==> src/rtl/pc_fetch_unit.sv <==
// rtl/pc_fetch_unit.sv - fetch PC owner with single-outstanding imem request, decode buffer and branch redirect
module pc_fetch_unit #(
  parameter int              XLEN     = 32,
  parameter logic [XLEN-1:0] RESET_PC = '0
) (
  input  logic            clk,
  input  logic            rst,
  input  logic            pc_sel,
  input  logic [XLEN-1:0] alu_target,
  input  logic            stall,
  output logic            imem_req_valid,
  input  logic            imem_req_ready,
  output logic [XLEN-1:0] imem_addr,
  input  logic            imem_rsp_valid,
  input  logic [31:0]     imem_rsp_data,
  output logic            inst_valid,
  output logic [31:0]     inst,
  output logic [XLEN-1:0] inst_pc,
  output logic            misaligned
);

  typedef enum logic [0:0] {REQ, WAIT_RSP} state_t;

  state_t          state;
  logic [XLEN-1:0] pc_q;
  logic            drop_q;

  logic            handshake;
  logic            consume;
  logic            load_rsp;
  logic [XLEN-1:0] redirect_pc;

  // A request may only go out when the decode buffer is empty or drains this
  // edge, so a returning response always finds room. Gated by rst so nothing
  // is offered to memory during the reset cycle.
  assign imem_addr      = pc_q;
  assign imem_req_valid = !rst && (state == REQ) && (!inst_valid || !stall);
  assign handshake      = imem_req_valid && imem_req_ready;
  assign consume        = inst_valid && !stall;
  // A response is only kept if it belongs to the current path: not marked for
  // dropping and not racing a redirect on the same edge.
  assign load_rsp       = (state == WAIT_RSP) && imem_rsp_valid && !drop_q && !pc_sel;
  assign redirect_pc    = {alu_target[XLEN-1:2], 2'b00};

  // Request/response sequencing, PC update, decode buffer and redirect handling
  always_ff @(posedge clk) begin
    if (rst) begin
      state      <= REQ;
      pc_q       <= RESET_PC;
      drop_q     <= 1'b0;
      inst_valid <= 1'b0;
      inst       <= '0;
      inst_pc    <= '0;
      misaligned <= 1'b0;
    end else begin
      misaligned <= pc_sel && (alu_target[1:0] != 2'b00);

      case (state)
        REQ: begin
          if (handshake) begin
            state  <= WAIT_RSP;
            // Request accepted for the old PC while redirecting: squash it.
            drop_q <= pc_sel;
          end
        end
        WAIT_RSP: begin
          if (imem_rsp_valid) begin
            state  <= REQ;
            drop_q <= 1'b0;
          end else if (pc_sel) begin
            drop_q <= 1'b1;
          end
        end
        default: state <= REQ;
      endcase

      if (pc_sel) begin
        pc_q       <= redirect_pc;
        inst_valid <= 1'b0;
      end else if (load_rsp) begin
        inst       <= imem_rsp_data;
        inst_pc    <= pc_q;
        inst_valid <= 1'b1;
        pc_q       <= pc_q + XLEN'(4);
      end else if (consume) begin
        inst_valid <= 1'b0;
      end
    end
  end

endmodule

==> config.mk <==
export PLATFORM = sky130hd
export DESIGN_NAME = pc_fetch_unit
export DESIGN_NICKNAME = d
export VERILOG_FILES = /design/src/rtl/pc_fetch_unit.sv
export SDC_FILE = /design/constraint.sdc
export NUM_CORES = 1
export LEC_CHECK = 0
export CAP_MARGIN = 20
export CORE_MARGIN = 1
export CORE_UTILIZATION = 25
export CTS_BUF_LIST = sky130_fd_sc_hd__clkbuf_8
export DETAILED_ROUTE_END_ITERATION = 16
export GPL_TIMING_DRIVEN = 1
export MAX_ROUTING_LAYER = met4
export SETUP_SLACK_MARGIN = 0.02
export SLEW_MARGIN = 20
export SYNTH_ARGS = -nofsm -noshare
export SYNTH_HDL_FRONTEND = slang
export SYNTH_SLANG_ARGS = --single-unit
==> constraint.sdc <==
create_clock -name clk -period 2.2 [get_ports clk]
set_input_delay 0.44 -clock clk [delete_from_list [all_inputs] [get_ports clk]]
set_output_delay 0.44 -clock clk [all_outputs]
set_load 0.05 [all_outputs]
### After elaboration in Yosys (flattened, before gate mapping)

Cells that the tools add are included.

* flip-flop bits (word level): 100
* bits in latches: 0
* memory bits (writable): 0
* bits in read-only memories: 0
* input bits: 70
* output and inout port bits: 99
* word-level logic and storage cells: 44
* memories kept: 0

* $add $sub $neg: 1
* multipliers: 0
* divide/modulo/power cells: 0
* $lt $le $gt $ge: 0
* eq/ne operators: 2
* shift-type cells: 0
* mux-type cells: 11
* bitwise operators: 2
* reductions and logical operators: 20

Operators with widths (count)
* 32-bit two-way mux: 2
* 32-bit by 3-bit adder with 32-bit output, second input constant: 1
* 1-bit logical AND: 8
* 1-bit two-way mux: 7
* 2-bit nonzero test: 3
* 1-bit zero test: 5
* 1-bit case mux with 2 select lines: 2
* 2-bit AND reduction: 2
* 3-bit inequality test, second input constant: 1
* 2-bit inequality test, second input constant: 1
* 1-bit NOT: 2
* 2-bit OR reduction: 1
* 1-bit logical OR: 1

### Depth between registers and ports, before layout

* word-level depth: 6
* depth in mapped cells: 6
* depth with buffers taken out: 5

### Worst setup path before layout

No wires, ideal clock.

* kind: reg2reg
* start: register inst_valid
* end: register drop_q
* library setup time: 0.095 ns
* data arrival time: 2.381 ns
* data required time: 2.105 ns
* path slack: -0.276 ns
* cell stages (with the launch flop): 5
* buffers on the path: 0
* clock period less this slack: 2.476 ns
* cells stage by stage: dfxtp_1 -> a211oi_1 -> nand2_1 -> mux2i_1 -> a221oi_1

* cells in the longest elaborated chain, start to end: 6

RTL lines
* start, declared: line 16 `output logic inst_valid,`
* start signal, assigned: line 51 `inst_valid <= 1'b0;`
* start signal, assigned: line 79 `inst_valid <= 1'b0;`
* start signal, assigned: line 83 `inst_valid <= 1'b1;`
* 1-bit zero test: line 37 `assign imem_req_valid = !rst && (state == REQ) && (!inst_valid || !stall);`
* 1-bit logical OR: line 37
* 1-bit logical AND: line 37
* named net imem_req_valid: line 11 `output logic imem_req_valid,`
* 1-bit logical AND: line 38 `assign handshake = imem_req_valid && imem_req_ready;`
* 2-bit inequality test (no line)
* 2-bit AND reduction (no line)
* end signal, assigned: line 63 `drop_q <= pc_sel;`
* end, declared: line 26 `logic drop_q;`

The timed path passes the listed nets, and every way through them passes these cells.
A chain may end at the register's enable or synchronous reset.

### Final worst setup path

* start: register pc_q[28], in the netlist imem_addr[28]
* end: output port imem_addr[28]

RTL lines
* start, declared: line 25 `logic [XLEN-1:0] pc_q;`
* start signal, assigned: line 78 `pc_q <= redirect_pc;`
* start signal, assigned: line 84 `pc_q <= pc_q + XLEN'(4);`
* end, declared: line 13 `output logic [XLEN-1:0] imem_addr,`

No word-level cell between the ends.

==> flow_summary.yaml <==
yosys:
  ys_types: 45
  yosysWarnings: 0
  synth-main-ff-cell: "dfxtp_1"
  ys_ff_latch: 96
  synth-edff-count: 0
  synth.avg_cell_area_um2: 7.89
  syn_area_um2: 4190
  syn_inst: 531
  ys_seq_area_frac: 0.459
  async_flop_share: 0
clock_tree:
  cts.sinks: 96
  cts_tree: "built"
  h-tree-depth: 3
  cts_buffers: 9
  cts_buffer_depth: 2
  clkTransAtPathRegs_ns: 0.09
  root_buffer: "clkbuf_8"
  post_cts_buffers: 0
  clk_latency_ns: 0.38
layout:
  layout_common_cells: "145 x clkdlybuf4s50_1, 144 x nand2_1, 88 x dfxtp_1"
  fin_nets: 770
  syn2layout_area_growth_pct: 54.2
  antenna_cells: 0
  layout_commonest_cell: "clkdlybuf4s50_1"
  drive_gt1_frac: 0.0952
  finalNonFillerCells: 920
routing:
  vias_per_cell: 4.79
  drt-initial-drc-count: 235
  drc: 0
  final_antenna_net_count: 0
  num_vias: 4410
  dr.pass1.iters: 4
  wl_per_cell_um: 15.2
  drt-total-wl_um: 14000
sta:
  whs_ns: 0.454
  finalCritPeriodShare: 0.960
  hold_viol: 0
  worstMarginPinSlew_ns: 0.593
  slew_violations: 0
  slew-limit-headroom: 0.601
  post-route-min-period_ns: 2.11
  timing.fmax_mhz: 473
  rsz0062_at_grt: "no"
  setup_viol_count_final: 0
  skew_ns: 0.0184
power_and_ir_drop:
  p_per_area_nw_per_um2: 569
  max-vdd-ir-drop_v: 0.000243
  leakage_nw: 2.34
grt:
  grt_start_max_net_pins: 47
  antenna_found_initial: 0
  overflow: 0
  grt_pass1_vias: 4271
  grt_pass1_wl_um: 22200
  track_usage: 0.167
place:
  post-dp-hpwl_um: 10100
  placed_cells: 904
  port_buffers: 164
  gp_congestion: 0.792
die:
  core_um2: 16100
  floorplan.initialDensity: 0.260
  die_y_um: 131
  die_area_um2: 17300
  num_rows: 46
  die_w_um: 131
  pin_count: 169
worst_setup_path:
  critPathTopFamily: "buffers and inverters"
  crit_slowest_cell: "clkdlybuf4s50_1"
  cp.arrival_ns: 1.67
  cp-end-kind: "primary output"
  cp_max_fo: 6
  cp_slowest_stage_delay_ns: 0.85
  start_kind: "flop"
  path_class: "flop to primary output"
  cp_num_buf_inv: 1
  crit_required_ns: 1.76
  crit_chain: "clkdlybuf4s50_1"
run_status:
  outcome: "complete, no violations"
run:
  max-cap-violations: 0
min_path:
  worst_hold_path_type: "input port to flop"
-- path summary, 6_finish.rpt --
kind	from	endpoint	slack (ns)	cells after the start
min	rst	inst_pc[22]$_SDFFE_PP0P_	0.45	2
min reg2reg	inst_pc[30]$_SDFFE_PP0P_	inst_pc[30]$_SDFFE_PP0P_	0.46	2
max reg2reg	imem_addr[3]$_SDFFE_PP0P_	imem_addr[18]$_SDFFE_PP0P_	0.19	5
max	imem_addr[28]$_SDFFE_PP0P_	imem_addr[28]	0.09	1
-- logic make-up after synthesis --
group | count (synthesis) | share of synthesized area
XOR/XNOR | 8 | 0.0167
multiplexers | 1 | 0.00239
adder cells (fa/ha/maj) | 1 | 0.00299
other | 1 | 0.000895
AND/OR/NAND/NOR | 253 | 0.289
flip-flops | 96 | 0.459
buffers and inverters | 53 | 0.0517
AO/OA/AOI/OAI | 118 | 0.177
-- routing by layer --
layer	part of all wire	track usage	vias to the layer above
li1	-	-	2198
met2	0.48	0.269	137
met4	0.014	0.0620	0
met5	0	-	-
met1	0.46	0.206	2061
met3	0.046	0.0313	14
-- power breakdown --
group	leakage, nW	switching (mW)	total (mW)	internal (mW)
Sequential	0.784	0.0781	1.87	1.79
Combinational	1.46	0.392	0.671	0.279
Clock	0.0969	0.697	1.13	0.436
Total	2.34	1.17	3.68	2.51
-- stage by stage --
step | setup TNS, ns | power [mW] | setup WS (ns) | cell area (um^2) | utilization
floorplan | -0.00252 | 2.26 | -0.00252 | 4220 | -
global placement | -0.567 | 2.58 | -0.222 | 6250 | 0.388
detailed placement | -1.35 | 2.59 | -0.227 | 6250 | 0.388
CTS | 0 | 3.74 | 0.0223 | 6430 | 0.399
global route | 0 | 3.86 | 0.0267 | 6460 | 0.401
finish | 0 | 3.68 | 0.0873 | 6460 | 0.401
-- cells in the mapped netlist (2+ instances only) --
library cell | instances | area (um^2)
buf_4 | 4 | 30.0
nor4_1 | 8 | 50.1
nor3b_1 | 2 | 15.0
a211oi_1 | 14 | 105
inv_1 | 13 | 48.8
xnor2_1 | 5 | 43.8
dfxtp_1 | 96 | 1920
and2_1 | 2 | 12.5
and4_1 | 13 | 114
nand2_1 | 145 | 544
or3_1 | 2 | 12.5
clkbuf_1 | 30 | 113
xor2_1 | 3 | 26.3
buf_2 | 2 | 10.0
nor3_1 | 14 | 70.1
a311oi_1 | 12 | 105
buf_1 | 4 | 15.0
and3_1 | 2 | 12.5
o31ai_1 | 9 | 67.6
nor2b_1 | 6 | 37.5
nand3_1 | 12 | 60.1
a21oi_1 | 69 | 345
a2111oi_0 | 7 | 61.3
nor2_1 | 25 | 93.8
nand4_1 | 6 | 37.5
or4_1 | 7 | 52.6
-- cell type report --
class | instances | area (um^2)
fillers | 1664 | 9660
multi-input cells | 385 | 2080
repair buffers | 194 | 1940
flip-flops and latches | 96 | 1930
well taps | 216 | 270
clock buffers | 9 | 124
clock inverters | 7 | 60.1
inverters | 13 | 48.8
-- what timing repair did --
item | in CTS | in global routing
gates resized for setup | 6 | 12
endpoints found under the setup margin | 6 | 14
hold buffers | 0 | 0
pin swaps | 0 | 1
-- sequential cells by signal, summed over array words and instances, names as in the netlist --
name        count
state           1
imem_addr      30
drop_q          1
inst_valid      1
inst_pc        30
inst           32
misaligned      1
Note: power is estimated with default switching activity, not from simulation.
==> edit 1 (same settings) <==
Add an input register stage for `alu_target`, cleared by the reset; this delays it by one clock. The other inputs are not delayed to match.
--- a/src/rtl/pc_fetch_unit.sv
+++ b/src/rtl/pc_fetch_unit.sv
@@ -21,6 +21,16 @@
 
   typedef enum logic [0:0] {REQ, WAIT_RSP} state_t;
 
+  logic [XLEN-1:0] alu_target_q;
+
+  always_ff @(posedge clk) begin
+    if (rst) begin
+      alu_target_q <= '0;
+    end else begin
+      alu_target_q <= alu_target;
+    end
+  end
+
   state_t          state;
   logic [XLEN-1:0] pc_q;
   logic            drop_q;
@@ -40,7 +50,7 @@
   // A response is only kept if it belongs to the current path: not marked for
   // dropping and not racing a redirect on the same edge.
   assign load_rsp       = (state == WAIT_RSP) && imem_rsp_valid && !drop_q && !pc_sel;
-  assign redirect_pc    = {alu_target[XLEN-1:2], 2'b00};
+  assign redirect_pc    = {alu_target_q[XLEN-1:2], 2'b00};
 
   // Request/response sequencing, PC update, decode buffer and redirect handling
   always_ff @(posedge clk) begin
@@ -53,7 +63,7 @@
       inst_pc    <= '0;
       misaligned <= 1'b0;
     end else begin
-      misaligned <= pc_sel && (alu_target[1:0] != 2'b00);
+      misaligned <= pc_sel && (alu_target_q[1:0] != 2'b00);
 
       case (state)
         REQ: begin
Behaviour: not the same (Yosys sat finds a counterexample within 4 cycles, from zero or initial values and one cycle with rst high).
==> edit 1 against the original RTL <==
Die area grew 18%. Total power rose by 43%. Clock power up 88%. Synthesized cell count up 11%. Combinational power barely moved. Synthesized area is 19% higher. Critical path depth unchanged. Final area up 17%. Worst setup slack improved by 0.011 ns. Routed wire length up 6.4%. Sequential cell count rose by 32. Final cell count rose by 14%. Largest cell class is now sequential cells. Largest power group unchanged.
==> edit 1: results (changes against the original RTL) <==
Routing
  • Initial DRC count: 260 (+11%)
  • DR WL met2: 6633 um (-0.57%)
  • Routed wire per std cell: 14.24 um (-6.4%)
  • Avg Vias per Cell: 4.478 (-6.6%)
  • Metal3 WL: 1013 um (+57%)
  • DRT met1 WL: 6934 um (+6.9%)

Clocking
  • CTS H-tree lvls: 4 (+1)
  • Clock slew at the register clock pins of the worst setup and hold paths: approximately 0.08 ns
  • Clock root buffer: clkbuf_8
  • CTS buffer count: 17 (+8)
  • Worst-Skew Late Latency: 0.45 ns (+0.07 ns)
  • Post-cts resize count: 16 (+10)

Logic synthesis
  • Synth warn: 0 (unchanged)
  • Sequential area share after synthesis: 0.5150 (+0.05618)
  • Synth area leaders: dfxtp_1 51%, nand2_1 11%, a21oi_1 6.8%
  • Post-synthesis compound-gate area fraction: 0.1468 (-0.03028)
  • Post-synthesis mux area share: 0.002012 (-0.0003779)
  • Post-synthesis register bit count: 128 (+33%)
  • Post-synth top cells: 142 x nand2_1, 128 x dfxtp_1, 68 x a21oi_1
  • XOR/XNOR share of the synthesized area: 0.01584 (-0.0008853)
  • Netlist cell types: 50 (+11%)
  • Post-Synth Adder-Cell Area: 0.002514 (-0.0004724)

Finish
  • NonClk Buf Share: 0.2604 (-0.04068)
  • Layout Nets: 838 (+8.8%)
  • Area of the multi-input gates: 2200 sq um (+5.8%)
  • Non-Clock Buffer Count: 204 (+5.2%)
  • Layout clock area frac: 0.05564 (+0.02716)
  • Signal inverters: 12 (-1)
  • Multi-In Gates: 404 (+4.9%)
  • Storage cell area: 2576 sq um (+33%)
  • Layout cells sized above 1: 0.1308 (+0.03560)
  • Fill cells: 1994 (+20%)

Power and ir drop
  • Clk pwr share: 0.404 (+0.096)
  • Int Pwr: 3.807 mW (+52%)
  • Lkg Pwr: 2.735 nW (+17%)
  • Worst vdd ir: 316.5 uV (+30%)
  • Clock-net power: 2.12 mW (+88%)
  • Seq pwr share: 0.468 (-0.041)

Global routing
  • Met2 Resource Use GR: 0.2228 (-0.04611)
  • First-pass GRT wire length: 23080 um (+4.2%)
  • Largest net degree at the start of global routing: 63 (+34%)
  • Initial antenna violation count: 0 (unchanged)
  • Vias in the first global route: 4306 (+0.82%)
  • Grt met1 use: 0.1939 (-0.01161)
  • Met3 usage: 0.04292 (+0.01167)
  • Total GRT Usage: 0.1528 (-0.01373)

Placed design
  • Dpl hpwl: 10350 um (+2.0%)
  • Final RePlAce weighted congestion: 0.8250 (+4.2%)

Critical path
  • Crit-path leading delay family: buffers and inverters
  • Worst EP arrival: about 1.7 ns
  • CP max FO: 2 (-4)

Worst hold path
  • Tightest Hold Check Type: in -> reg

STA
  • Fin Clk Skew: 0.009935 ns (-0.008427 ns)
  • Rel. slew slack: 0.6211 (+0.02032)

Status
  • Outcome: finished, final reports clean
## edit 1: path summary, 6_finish.rpt
path                                                  from                         end  slack (ns)  cells past startpoint
worst max-delay path            imem_addr[31]$_SDFFE_PP0P_               imem_addr[31]         0.1                      1
worst min-delay path                                   rst            state$_SDFF_PP0_        0.40                      4
worst max register to register            state$_SDFF_PP0_  imem_addr[21]$_SDFFE_PP0P_        0.20                      5
worst min register to register    inst_pc[18]$_SDFFE_PP0P_    inst_pc[18]$_SDFFE_PP0P_        0.45                      2
## edit 1: metrics by stage
stage,hold WS [ns],std cells,setup slack [ns],utilization,cell area (sq um)
after floorplan,0.4261,591,0.09447,-,5006
after global placement,0.4412,1013,-0.2423,0.3661,7124
after detailed placement,0.4464,1013,-0.2483,0.3661,7124
after CTS,0.3703,1045,0.02930,0.3866,7523
after global routing,0.4230,1045,0.03023,0.3871,7533
final,0.4005,1045,0.09824,0.3871,7533
==> edit 2 (same flow settings) <==
Without the edit above. The parameter `XLEN` goes from 32 to 64.
--- a/src/rtl/pc_fetch_unit.sv
+++ b/src/rtl/pc_fetch_unit.sv
@@ -1,6 +1,6 @@
 // rtl/pc_fetch_unit.sv - fetch PC owner with single-outstanding imem request, decode buffer and branch redirect
 module pc_fetch_unit #(
-  parameter int              XLEN     = 32,
+  parameter int              XLEN     = 64,
   parameter logic [XLEN-1:0] RESET_PC = '0
 ) (
   input  logic            clk,
Ports: changed (resized alu_target, imem_addr and inst_pc); port bits go from 169 to 265. No check against the original RTL was run, so the function may have changed too.
==> edit 2 against the original RTL <==
Synthesized area is 75% higher. Count of clock-buffer cells in the layout is 9 higher. Global-route usage is 1.5 points higher. Routed wire length is 91% higher. Total power is 78% higher. Sequential cell count is 64 higher. Worst setup slack worse by 0.023 ns. Fmax is 1.1% lower. Critical path depth stayed put. Hold slack worse by 0.094 ns. Final area is 76% higher. Critical endpoint is now imem_addr[35]. Largest cell class unchanged. Largest power group unchanged. Highest routed layer unchanged.
==> edit 2: results (changes against the original RTL) <==
Clocking
  • Worst-Skew Late Latency: 0.49 ns (+0.11 ns)
  • CTS H-tree lvls: 4 (+1)
  • Post-cts resize count: 54 (+48)
  • CTS buffer count: 17 (+8)

Placed design
  • Final RePlAce weighted congestion: 0.8377 (+5.8%)
  • Port-buffer cells: 260 (+59%)
  • Placed cells: 1593 (+76%)
  • Dpl hpwl: 19630 um (+93%)

STA
  • Hold Slack: 0.3600 ns (-0.09405 ns)
  • Fin Clk Skew: 0.02640 ns (+0.008033 ns)
  • Rel. slew slack: 0.6313 (+0.03048)

Critical path
  • Worst EP arrival: 1.70 ns (+0.03 ns)
  • R2R Path Start: imem_addr[12]$_SDFFE_PP0P_
  • FF-to-FF End: imem_addr[46]$_SDFFE_PP0P_
  • Reg2Reg Depth: 6 (+1)
  • CP Launch Point: imem_addr[35]$_SDFFE_PP0P_
  • R2R Setup Slk: 0.14 ns (-0.05 ns)
  • Crit path capture: imem_addr[35]
  • CP peak stage delay: 0.82 ns (-0.03 ns)

Global routing
  • Met3 usage: 0.04464 (+0.01339)
  • Total GRT Usage: 0.1817 (+0.01520)
  • Grt met1 use: 0.2303 (+0.02478)
  • Vias in the first global route: 7482 (+75%)
  • Met2 Resource Use GR: 0.2823 (+0.01330)
  • Largest net degree at the start of global routing: 69 (+47%)

Logic synthesis
  • Syn Area/Cell: 7.904 sq um (+0.19%)
  • Netlist cell types: 56 (+24%)
  • Post-Synth Adder-Cell Area: 0.001711 (-0.001275)
  • Post-synthesis mux area share: 0.01660 (+0.01421)
  • Synth area leaders: dfxtp_1 44%, nand2_1 12%, a21oi_1 7.2%
  • Share of synthesized registers carrying an async set or reset: 0 (unchanged)
  • Post-synth top cells: 238 x nand2_1, 160 x dfxtp_1, 105 x a21oi_1
  • XOR/XNOR share of the synthesized area: 0.03235 (+0.01562)
  • Post-synthesis compound-gate area fraction: 0.1503 (-0.02686)

Finish
  • Layout cells sized above 1: 0.1689 (+0.07376)
  • Non-filler instance count after layout: 1635 (+78%)
  • Fill cells: 2951 (+77%)

Routing
  • DR pass1 iterations: 7 (+3)
  • DR WL met2: 12310 um (+84%)
  • Metal3 WL: 1672 um (+160%)
  • DRT met1 WL: 12150 um (+87%)
  • DR vias: 7845 (+78%)
  • Initial DRC count: 531 (+130%)
  • Final WL: 26660 um (+91%)

Power and ir drop
  • Sw frac: 0.3231 (+0.005649)
  • Worst vdd ir: 294.9 uV (+21%)
  • Seq power: 3.11 mW (+66%)
  • Lkg Pwr: 4.126 nW (+76%)
  • Clock-net power: 2.23 mW (+97%)
  • P_sw: 2.116 mW (+81%)

Status
  • Outcome: finished, final reports clean

Worst hold path
  • Hold EP: inst[18]$_SDFFE_PP0P_
edit 2: cell count changes after synthesis, sizes merged, moves of 12 or more:
| cell | delta |
|---|---|
| nand4 | +25 |
| or3 | +12 |
| nor4 | +14 |
| nand2 | +94 |
| buf | +12 |
| a21oi | +36 |
| clkbuf | +17 |
| dfxtp | +64 |
| nor2 | +45 |
edit 2: final cells by class:
| cell class | instances | area, sq um | area share |
|---|---|---|---|
| antenna | 2 | 5.005 | 0.0004399 |
| clock inverter | 14 | 138.9 | 0.01221 |
| clock buffer | 18 | 247.7 | 0.02178 |
| timing repair buffer | 358 | 3351 | 0.2945 |
| inverter | 11 | 41.29 | 0.003630 |
| tap | 384 | 480.5 | 0.04223 |
| multi-input combinational | 688 | 3844 | 0.3379 |
| sequential | 160 | 3268 | 0.2873 |
edit 2: per-stage QoR:
stage                     TNS [ns]  area (sq um)
after floorplan                  0          7387
after global placement      -6.133         10950
after detailed placement    -8.562         10950
after CTS                        0         11270
after global routing             0         11380
final                            0         11380
